--- src/rtl/pcs_tx_byte_sequencer.sv ---
// pcs_tx_byte_sequencer
//   TX-side PCS front end. Takes PIPE TX words (8/16/32 bit) over a
//   valid/ready handshake and serialises them to one byte per WordClk for
//   the 8b/10b encoder, LSB byte first, each byte carrying its K flag.
//   With TX_SKP_INSERT_EN defined, SKP ordered sets (COM followed by
//   SKP_COUNT x K28.0) are inserted at word boundaries every SKP_INTERVAL
//   symbol times so the far-end elastic buffer can compensate clock drift.
//   Without the macro the block is a pure width down-converter.
//
// Ports
//   WordClk       symbol clock, the only clock
//   Rst_n         synchronous active-low reset
//   DataBusWidth  PIPE width 8/16/32; any other value behaves as 8
//   TX_Data       TX word, bytes above the active width ignored
//   TX_DataK      per-byte K flags
//   TX_Valid      upstream word valid
//   TX_Ready      block accepts a word this cycle (combinational)
//   Data_out      byte to the encoder (registered)
//   DataK_out     Data_out is a control symbol (registered)
//   Out_Valid     Data_out/DataK_out valid (registered)
//   Skp_Inserted  one-cycle pulse alongside the COM of an inserted SKP set
module pcs_tx_byte_sequencer #(
  parameter int SKP_INTERVAL = 1180,
  parameter int SKP_COUNT    = 3,
  parameter int CNT_W        = 11
) (
  input  logic        WordClk,
  input  logic        Rst_n,
  input  logic [5:0]  DataBusWidth,
  input  logic [31:0] TX_Data,
  input  logic [3:0]  TX_DataK,
  input  logic        TX_Valid,
  output logic        TX_Ready,
  output logic [7:0]  Data_out,
  output logic        DataK_out,
  output logic        Out_Valid,
  output logic        Skp_Inserted
);

  typedef enum logic [1:0] {IDLE, SHIFT, SKP_COM, SKP_SYM} state_t;

  state_t      state_q, state_d;
  logic [1:0]  byte_idx_q, byte_idx_d;
  logic [1:0]  last_idx_q, last_idx_d;
  logic [31:0] word_q, word_d;
  logic [3:0]  wordk_q, wordk_d;
  logic [7:0]  data_out_q, data_out_d;
  logic        datak_q, datak_d;
  logic        out_valid_q, out_valid_d;
  logic        skp_due;
  logic        accept;
  logic        at_last;

  // Index of the final byte of a word for the requested bus width.
  function automatic logic [1:0] width_last(input logic [5:0] w);
    case (w)
      6'd16:   return 2'd1;
      6'd32:   return 2'd3;
      default: return 2'd0;
    endcase
  endfunction

`ifdef TX_SKP_INSERT_EN
  localparam logic [2:0]       SKP_LAST = 3'(SKP_COUNT - 1);
  localparam logic [CNT_W-1:0] SKP_INT  = CNT_W'(SKP_INTERVAL);

  logic [CNT_W-1:0] skp_cnt_q, skp_cnt_d;
  logic [2:0]       skp_idx_q, skp_idx_d;
  logic             skp_ins_q, skp_ins_d;

  assign skp_due = (skp_cnt_q >= SKP_INT);

  // Counter is zero while COM is on the wire, then counts up and saturates.
  always_comb begin
    if (state_d == SKP_COM)  skp_cnt_d = '0;
    else if (skp_due)        skp_cnt_d = skp_cnt_q;
    else                     skp_cnt_d = skp_cnt_q + 1'b1;
  end

  always_ff @(posedge WordClk) begin
    if (!Rst_n) begin
      skp_cnt_q <= '0;
      skp_idx_q <= '0;
      skp_ins_q <= 1'b0;
    end else begin
      skp_cnt_q <= skp_cnt_d;
      skp_idx_q <= skp_idx_d;
      skp_ins_q <= skp_ins_d;
    end
  end

  assign Skp_Inserted = skp_ins_q;
`else
  logic unused_cfg;
  assign unused_cfg   = ^{CNT_W'(SKP_INTERVAL), 3'(SKP_COUNT)};
  assign skp_due      = 1'b0;
  assign Skp_Inserted = 1'b0;
`endif

  assign at_last = (byte_idx_q == last_idx_q);
  assign accept  = TX_Valid & TX_Ready;

  // Word boundaries are the only points where a word or SKP set may start;
  // a pending SKP blocks acceptance there.
  always_comb begin
    TX_Ready = 1'b0;
    if (Rst_n) begin
      case (state_q)
        IDLE:    TX_Ready = !skp_due;
        SHIFT:   TX_Ready = at_last & !skp_due;
`ifdef TX_SKP_INSERT_EN
        SKP_SYM: TX_Ready = (skp_idx_q == SKP_LAST);
`endif
        default: TX_Ready = 1'b0;
      endcase
    end
  end

  // State register
  always_ff @(posedge WordClk) begin
    word_q     <= word_d;
    wordk_q    <= wordk_d;
    last_idx_q <= last_idx_d;
    if (!Rst_n) begin
      state_q     <= IDLE;
      byte_idx_q  <= '0;
      data_out_q  <= '0;
      datak_q     <= 1'b0;
      out_valid_q <= 1'b0;
    end else begin
      state_q     <= state_d;
      byte_idx_q  <= byte_idx_d;
      data_out_q  <= data_out_d;
      datak_q     <= datak_d;
      out_valid_q <= out_valid_d;
    end
  end

  // Next-state logic
  always_comb begin
    state_d    = state_q;
    byte_idx_d = byte_idx_q;
`ifdef TX_SKP_INSERT_EN
    skp_idx_d  = skp_idx_q;
`endif
    case (state_q)
      IDLE: begin
        if (skp_due) begin
          state_d = SKP_COM;
        end else if (accept) begin
          state_d    = SHIFT;
          byte_idx_d = '0;
        end
      end
      SHIFT: begin
        if (!at_last) begin
          byte_idx_d = byte_idx_q + 1'b1;
        end else if (skp_due) begin
          state_d = SKP_COM;
        end else if (accept) begin
          byte_idx_d = '0;
        end else begin
          state_d = IDLE;
        end
      end
`ifdef TX_SKP_INSERT_EN
      SKP_COM: begin
        state_d   = SKP_SYM;
        skp_idx_d = '0;
      end
      SKP_SYM: begin
        if (skp_idx_q != SKP_LAST) begin
          skp_idx_d = skp_idx_q + 1'b1;
        end else if (accept) begin
          state_d    = SHIFT;
          byte_idx_d = '0;
        end else begin
          state_d = IDLE;
        end
      end
`endif
      default: state_d = IDLE;
    endcase
  end

  // Output logic: registered outputs are loaded with what the next state drives.
  always_comb begin
    word_d      = accept ? TX_Data  : word_q;
    wordk_d     = accept ? TX_DataK : wordk_q;
    last_idx_d  = accept ? width_last(DataBusWidth) : last_idx_q;
    data_out_d  = 8'h00;
    datak_d     = 1'b0;
    out_valid_d = 1'b0;
`ifdef TX_SKP_INSERT_EN
    skp_ins_d   = 1'b0;
`endif
    case (state_d)
      SHIFT: begin
        data_out_d  = word_d[{byte_idx_d, 3'b000} +: 8];
        datak_d     = wordk_d[byte_idx_d];
        out_valid_d = 1'b1;
      end
`ifdef TX_SKP_INSERT_EN
      SKP_COM: begin
        data_out_d  = 8'hBC;
        datak_d     = 1'b1;
        out_valid_d = 1'b1;
        skp_ins_d   = 1'b1;
      end
      SKP_SYM: begin
        data_out_d  = 8'h1C;
        datak_d     = 1'b1;
        out_valid_d = 1'b1;
      end
`endif
      default: ;
    endcase
  end

  assign Data_out  = data_out_q;
  assign DataK_out = datak_q;
  assign Out_Valid = out_valid_q;

endmodule

--- config.mk ---
export PLATFORM = sky130hd
export DESIGN_NAME = pcs_tx_byte_sequencer
export DESIGN_NICKNAME = d
export VERILOG_FILES = /design/src/rtl/pcs_tx_byte_sequencer.sv
export SDC_FILE = /design/constraint.sdc
export NUM_CORES = 1
export LEC_CHECK = 0
export BUFFER_PORTS_ARGS = -buffer_cell sky130_fd_sc_hd__buf_2
export CAP_MARGIN = 10
export CORE_MARGIN = 2
export CORE_UTILIZATION = 52
export CTS_CLUSTER_DIAMETER = 120
export CTS_CLUSTER_SIZE = 8
export DETAILED_ROUTE_END_ITERATION = 8
export MAX_ROUTING_LAYER = met4
export PLACE_DENSITY = 0.84
export SETUP_SLACK_MARGIN = 0.15
export SLEW_MARGIN = 20
export SYNTH_ARGS = -nofsm -noshare
export SYNTH_HDL_FRONTEND = slang
export SYNTH_SLANG_ARGS = --single-unit
--- constraint.sdc ---
create_clock -name WordClk -period 2.7 [get_ports WordClk]
set_clock_uncertainty 0.1 [all_clocks]
set_input_delay 0.54 -clock WordClk [delete_from_list [all_inputs] [get_ports WordClk]]
set_output_delay 0.54 -clock WordClk [all_outputs]
set_load 0.02 [all_outputs]
==> summary.md <==
| Metric | Value |
|---|---|
| Status | completed |
| CORE AREA | about 0.0040 mm2 |
| Core Rows | 23 |
| GRT Total Usage | 0.1989 |
| Final Critical Period | between 2000 and 2500 ps |
| DR vias/cell | ~5.2 |
| # DRC | 0 |
| Commonest cells after routing, fill and taps aside | 114 x nand2_1, 55 x buf_2, 50 x dfxtp_1 |
| Synthesis-to-finish area growth | 16.49% |
| Die X | just under 70 um |
| Setup TNS Final | 0 ps |
| Final WL | approximately 4400 um |
| Worst Max-Slew Pin Slew | just over 600 ps |
| Fin. max-slew vios | 0 |
| First-pass GRT wire length | 7541 um |
| Post-cts resize count | 0 |
| # clock sinks | 52 |
| Non-Filler Instances | ~360 |
| Die Y | roughly 69 um |
| Clock latency on the worst-skew pair | around 310 ps |
| Initial core utilization | 0.5463 |
| # H-tree levels | 2 |
| Final Instance Area | 0.002564 mm2 |
| Final period utilization | 0.8313 |
| Final Hold Fails | 0 |
| Net Sw Frac | 0.2670 |
| Worst setup EP type | flop |
| Setup Viol. Count Final | 0 |
| Yosys cell types | 38 |
| Combinational share of power | 0.140 |
| GP Congestion | ~0.83 |
| Crit start category | flop |
| Max-slew headroom | 0.5903 |
| Cts hold-fix bufs | 0 |
| Die area | roughly 0.0048 mm2 |
| R2r startpoint | last_idx_q[1]$_DFFE_PN_ |
| Setup Buffers After CTS | 0 |
| Path type of the worst min-delay path | input port to flop |
| Fmax | around 450 MHz |
| Vias in the first global route | between 1500 and 2000 |
| Initial antenna violation count | 0 |
| CP Launch Point | last_idx_q[1]$_DFFE_PN_ |
| Maximum clock insertion buffer count | 2 |
| Peak supply drop | 444.2 uV |
| Switching pwr | 427.5 uW |
| Total power | ~1600 uW |
| P_leak | around 0.0012 uW |
| Crit path DAT | 2340 ps |
| Antenna viol nets, final | 0 |
| P_int | 1174 uW |
| Number of max-cap violations | 0 |
| 1st-pass router iterations | 4 |
| CTS buffer count | 5 |
| CTS clock-pin slew for the worst setup and hold paths | around 100 ps |
| Synth Instances | 260 |
| Pin count of the biggest net entering global routing | 47 |
| N_diodes | 0 |
| HPWL Detailed | between 3000 and 4000 um |
| CTS tree | built |
| Number of cells on the worst reg-to-reg path | 5 |
| FF-to-FF End | Data_out[6]$_SDFF_PN0_ |
| Clock share of power | 0.276 |
| Placed instance area | 0.002475 mm2 |
| Share of cells above drive strength 1 | 0.2325 |
| Synth area leader | dfxtp_1 |
| Worst path required time | 2800 ps |
| Via count | between 1500 and 2000 |
| Post-layout utilization of the core | 0.6363 |
| Worst R2R Setup Slack | around 460 ps |
| 1st-iter DRT viols | 94 |
| Placed insts | approximately 360 |
| Synth top area cells | dfxtp_1 45%, nand2_1 19%, mux2i_1 4.5% |
| Pwr dens | roughly 620 mW/mm2 |
| Critical path class | flop to flop |
| Syn Std Cell Area | 0.002201 mm2 |
| Most common cell after layout, fill and taps aside | nand2_1 |
| Post-synthesis sequential area ratio | 0.4821 |
| Top cell type's share of synthesized area | 0.4548 |
| Synth Warn # | 0 |
| Flops & latches, synth | 52 |
| Sequential Power Share | 0.583 |
| RSZ-0062 raised after global routing | no |
| Nets | roughly 360 |
| CP endpoint | Data_out[6]$_SDFF_PN0_ |
| GRT overflow | 0 |
| Wire per inst | ~12 um |
| Port bufs | between 50 and 60 |
| I/O Pins | 57 |
| Root Buffer | clkbuf_8 |
| Worst Path Max Fanout | 10 |
| Avg Inst Size Synth | roughly 8.5 um2 |
-- kinds of logic (layout without fill, tap and decap cells) --
group | after synthesis | in the layout | share of synthesized area
XOR/XNOR | 3 | 3 | 0.01876
flip-flops | 52 | 52 | 0.4821
AND/OR/NAND/NOR | 133 | 133 | 0.2501
multiplexers | 10 | 10 | 0.04548
buffers and inverters | 16 | 69 | 0.05173
AO/OA/AOI/OAI | 45 | 45 | 0.1501
other | 1 | 2 | 0.001704
-- cells in the mapped netlist, drive strengths merged --
cell and count:
a211oi 8, a21boi 11, a21oi 3, a311oi 2, and2 2, and3 2
and3b 2, buf 11, clkbuf 2, clkinv 1, conb 1, dfxtp 50
edfxtp 2, inv 2, mux2i 10, nand2 114, nand2b 2, nor2 3
nor2b 2, nor3b 2, o211ai 2, o21a 2, o21ai 7, o22ai 8
o2bb2ai 1, o32ai 1, or3 2, or3b 1, or4 1, xnor2 3
-- sequential cells by signal (all words and copies together) (netlist names) --
name,count
wordk_q,4
last_idx_q,2
DataK_out,1
state_q,2
Out_Valid,1
Data_out,8
word_q,32
byte_idx_q,2
-- area by class of cell --
type / instances / area (um2)
Multi-Input combinational cell: 193 / 1030
Clock inverter: 2 / 16.27
Clock buffer: 6 / 72.57
Fill cell: 376 / 1465
Timing Repair Buffer: 58 / 297.8
Inverter: 3 / 23.77
Tap cell: 50 / 62.56
Sequential cell: 52 / 1061
-- critical path, cell delays in order, from the launching register on --
cell and delay, ps:
edfxtp_1 490, xnor2_2 300, mux2i_1 380, nand2_1 460
mux2i_1 300, o22ai_1 100
-- per-stage QoR --
step | hold slack [ps] | worst slack (ps)
2_1_floorplan | 314.2 | 795.7
3_3_place_gp | 325.6 | 616.8
3_5_place_dp | 330.2 | 482.4
4_1_cts | 300.9 | 463.9
5_1_grt | 309.5 | 294.3
6_report | 304.6 | 455.6
-- power by group through the flow --
stage          registers (uW)  clock network, uW  logic, uW
2_1_floorplan             944                  0        159
3_3_place_gp              949                  0        216
3_5_place_dp              952                  0        224
4_1_cts                   934                449        226
5_1_grt                   948                476        258
6_report                  934                443        224
-- how the worst min path moves through the flow --
stage,to,depth (start not counted),slack [ps],startpoint
2_1_floorplan,word_q[16]$_DFF_P_,2,310,word_q[16]$_DFF_P_
3_3_place_gp,word_q[14]$_DFF_P_,2,330,word_q[14]$_DFF_P_
3_5_place_dp,word_q[24]$_DFF_P_,2,330,word_q[24]$_DFF_P_
4_1_cts,word_q[22]$_DFF_P_,3,300,TX_Data[22]
5_1_grt,word_q[17]$_DFF_P_,3,310,TX_Data[17]
6_report,word_q[27]$_DFF_P_,3,300,TX_Data[27]
-- routing by layer --
metal / up-vias / part of all wire / track usage
met3: 8 / 0.052 / 0.05117
met2: 48 / 0.47 / 0.3291
met5: - / 0 / -
li1: 971 / - / -
met4: 0 / 0.016 / 0.06100
met1: 852 / 0.46 / 0.2384
Note: power is estimated with default switching activity, not from simulation.
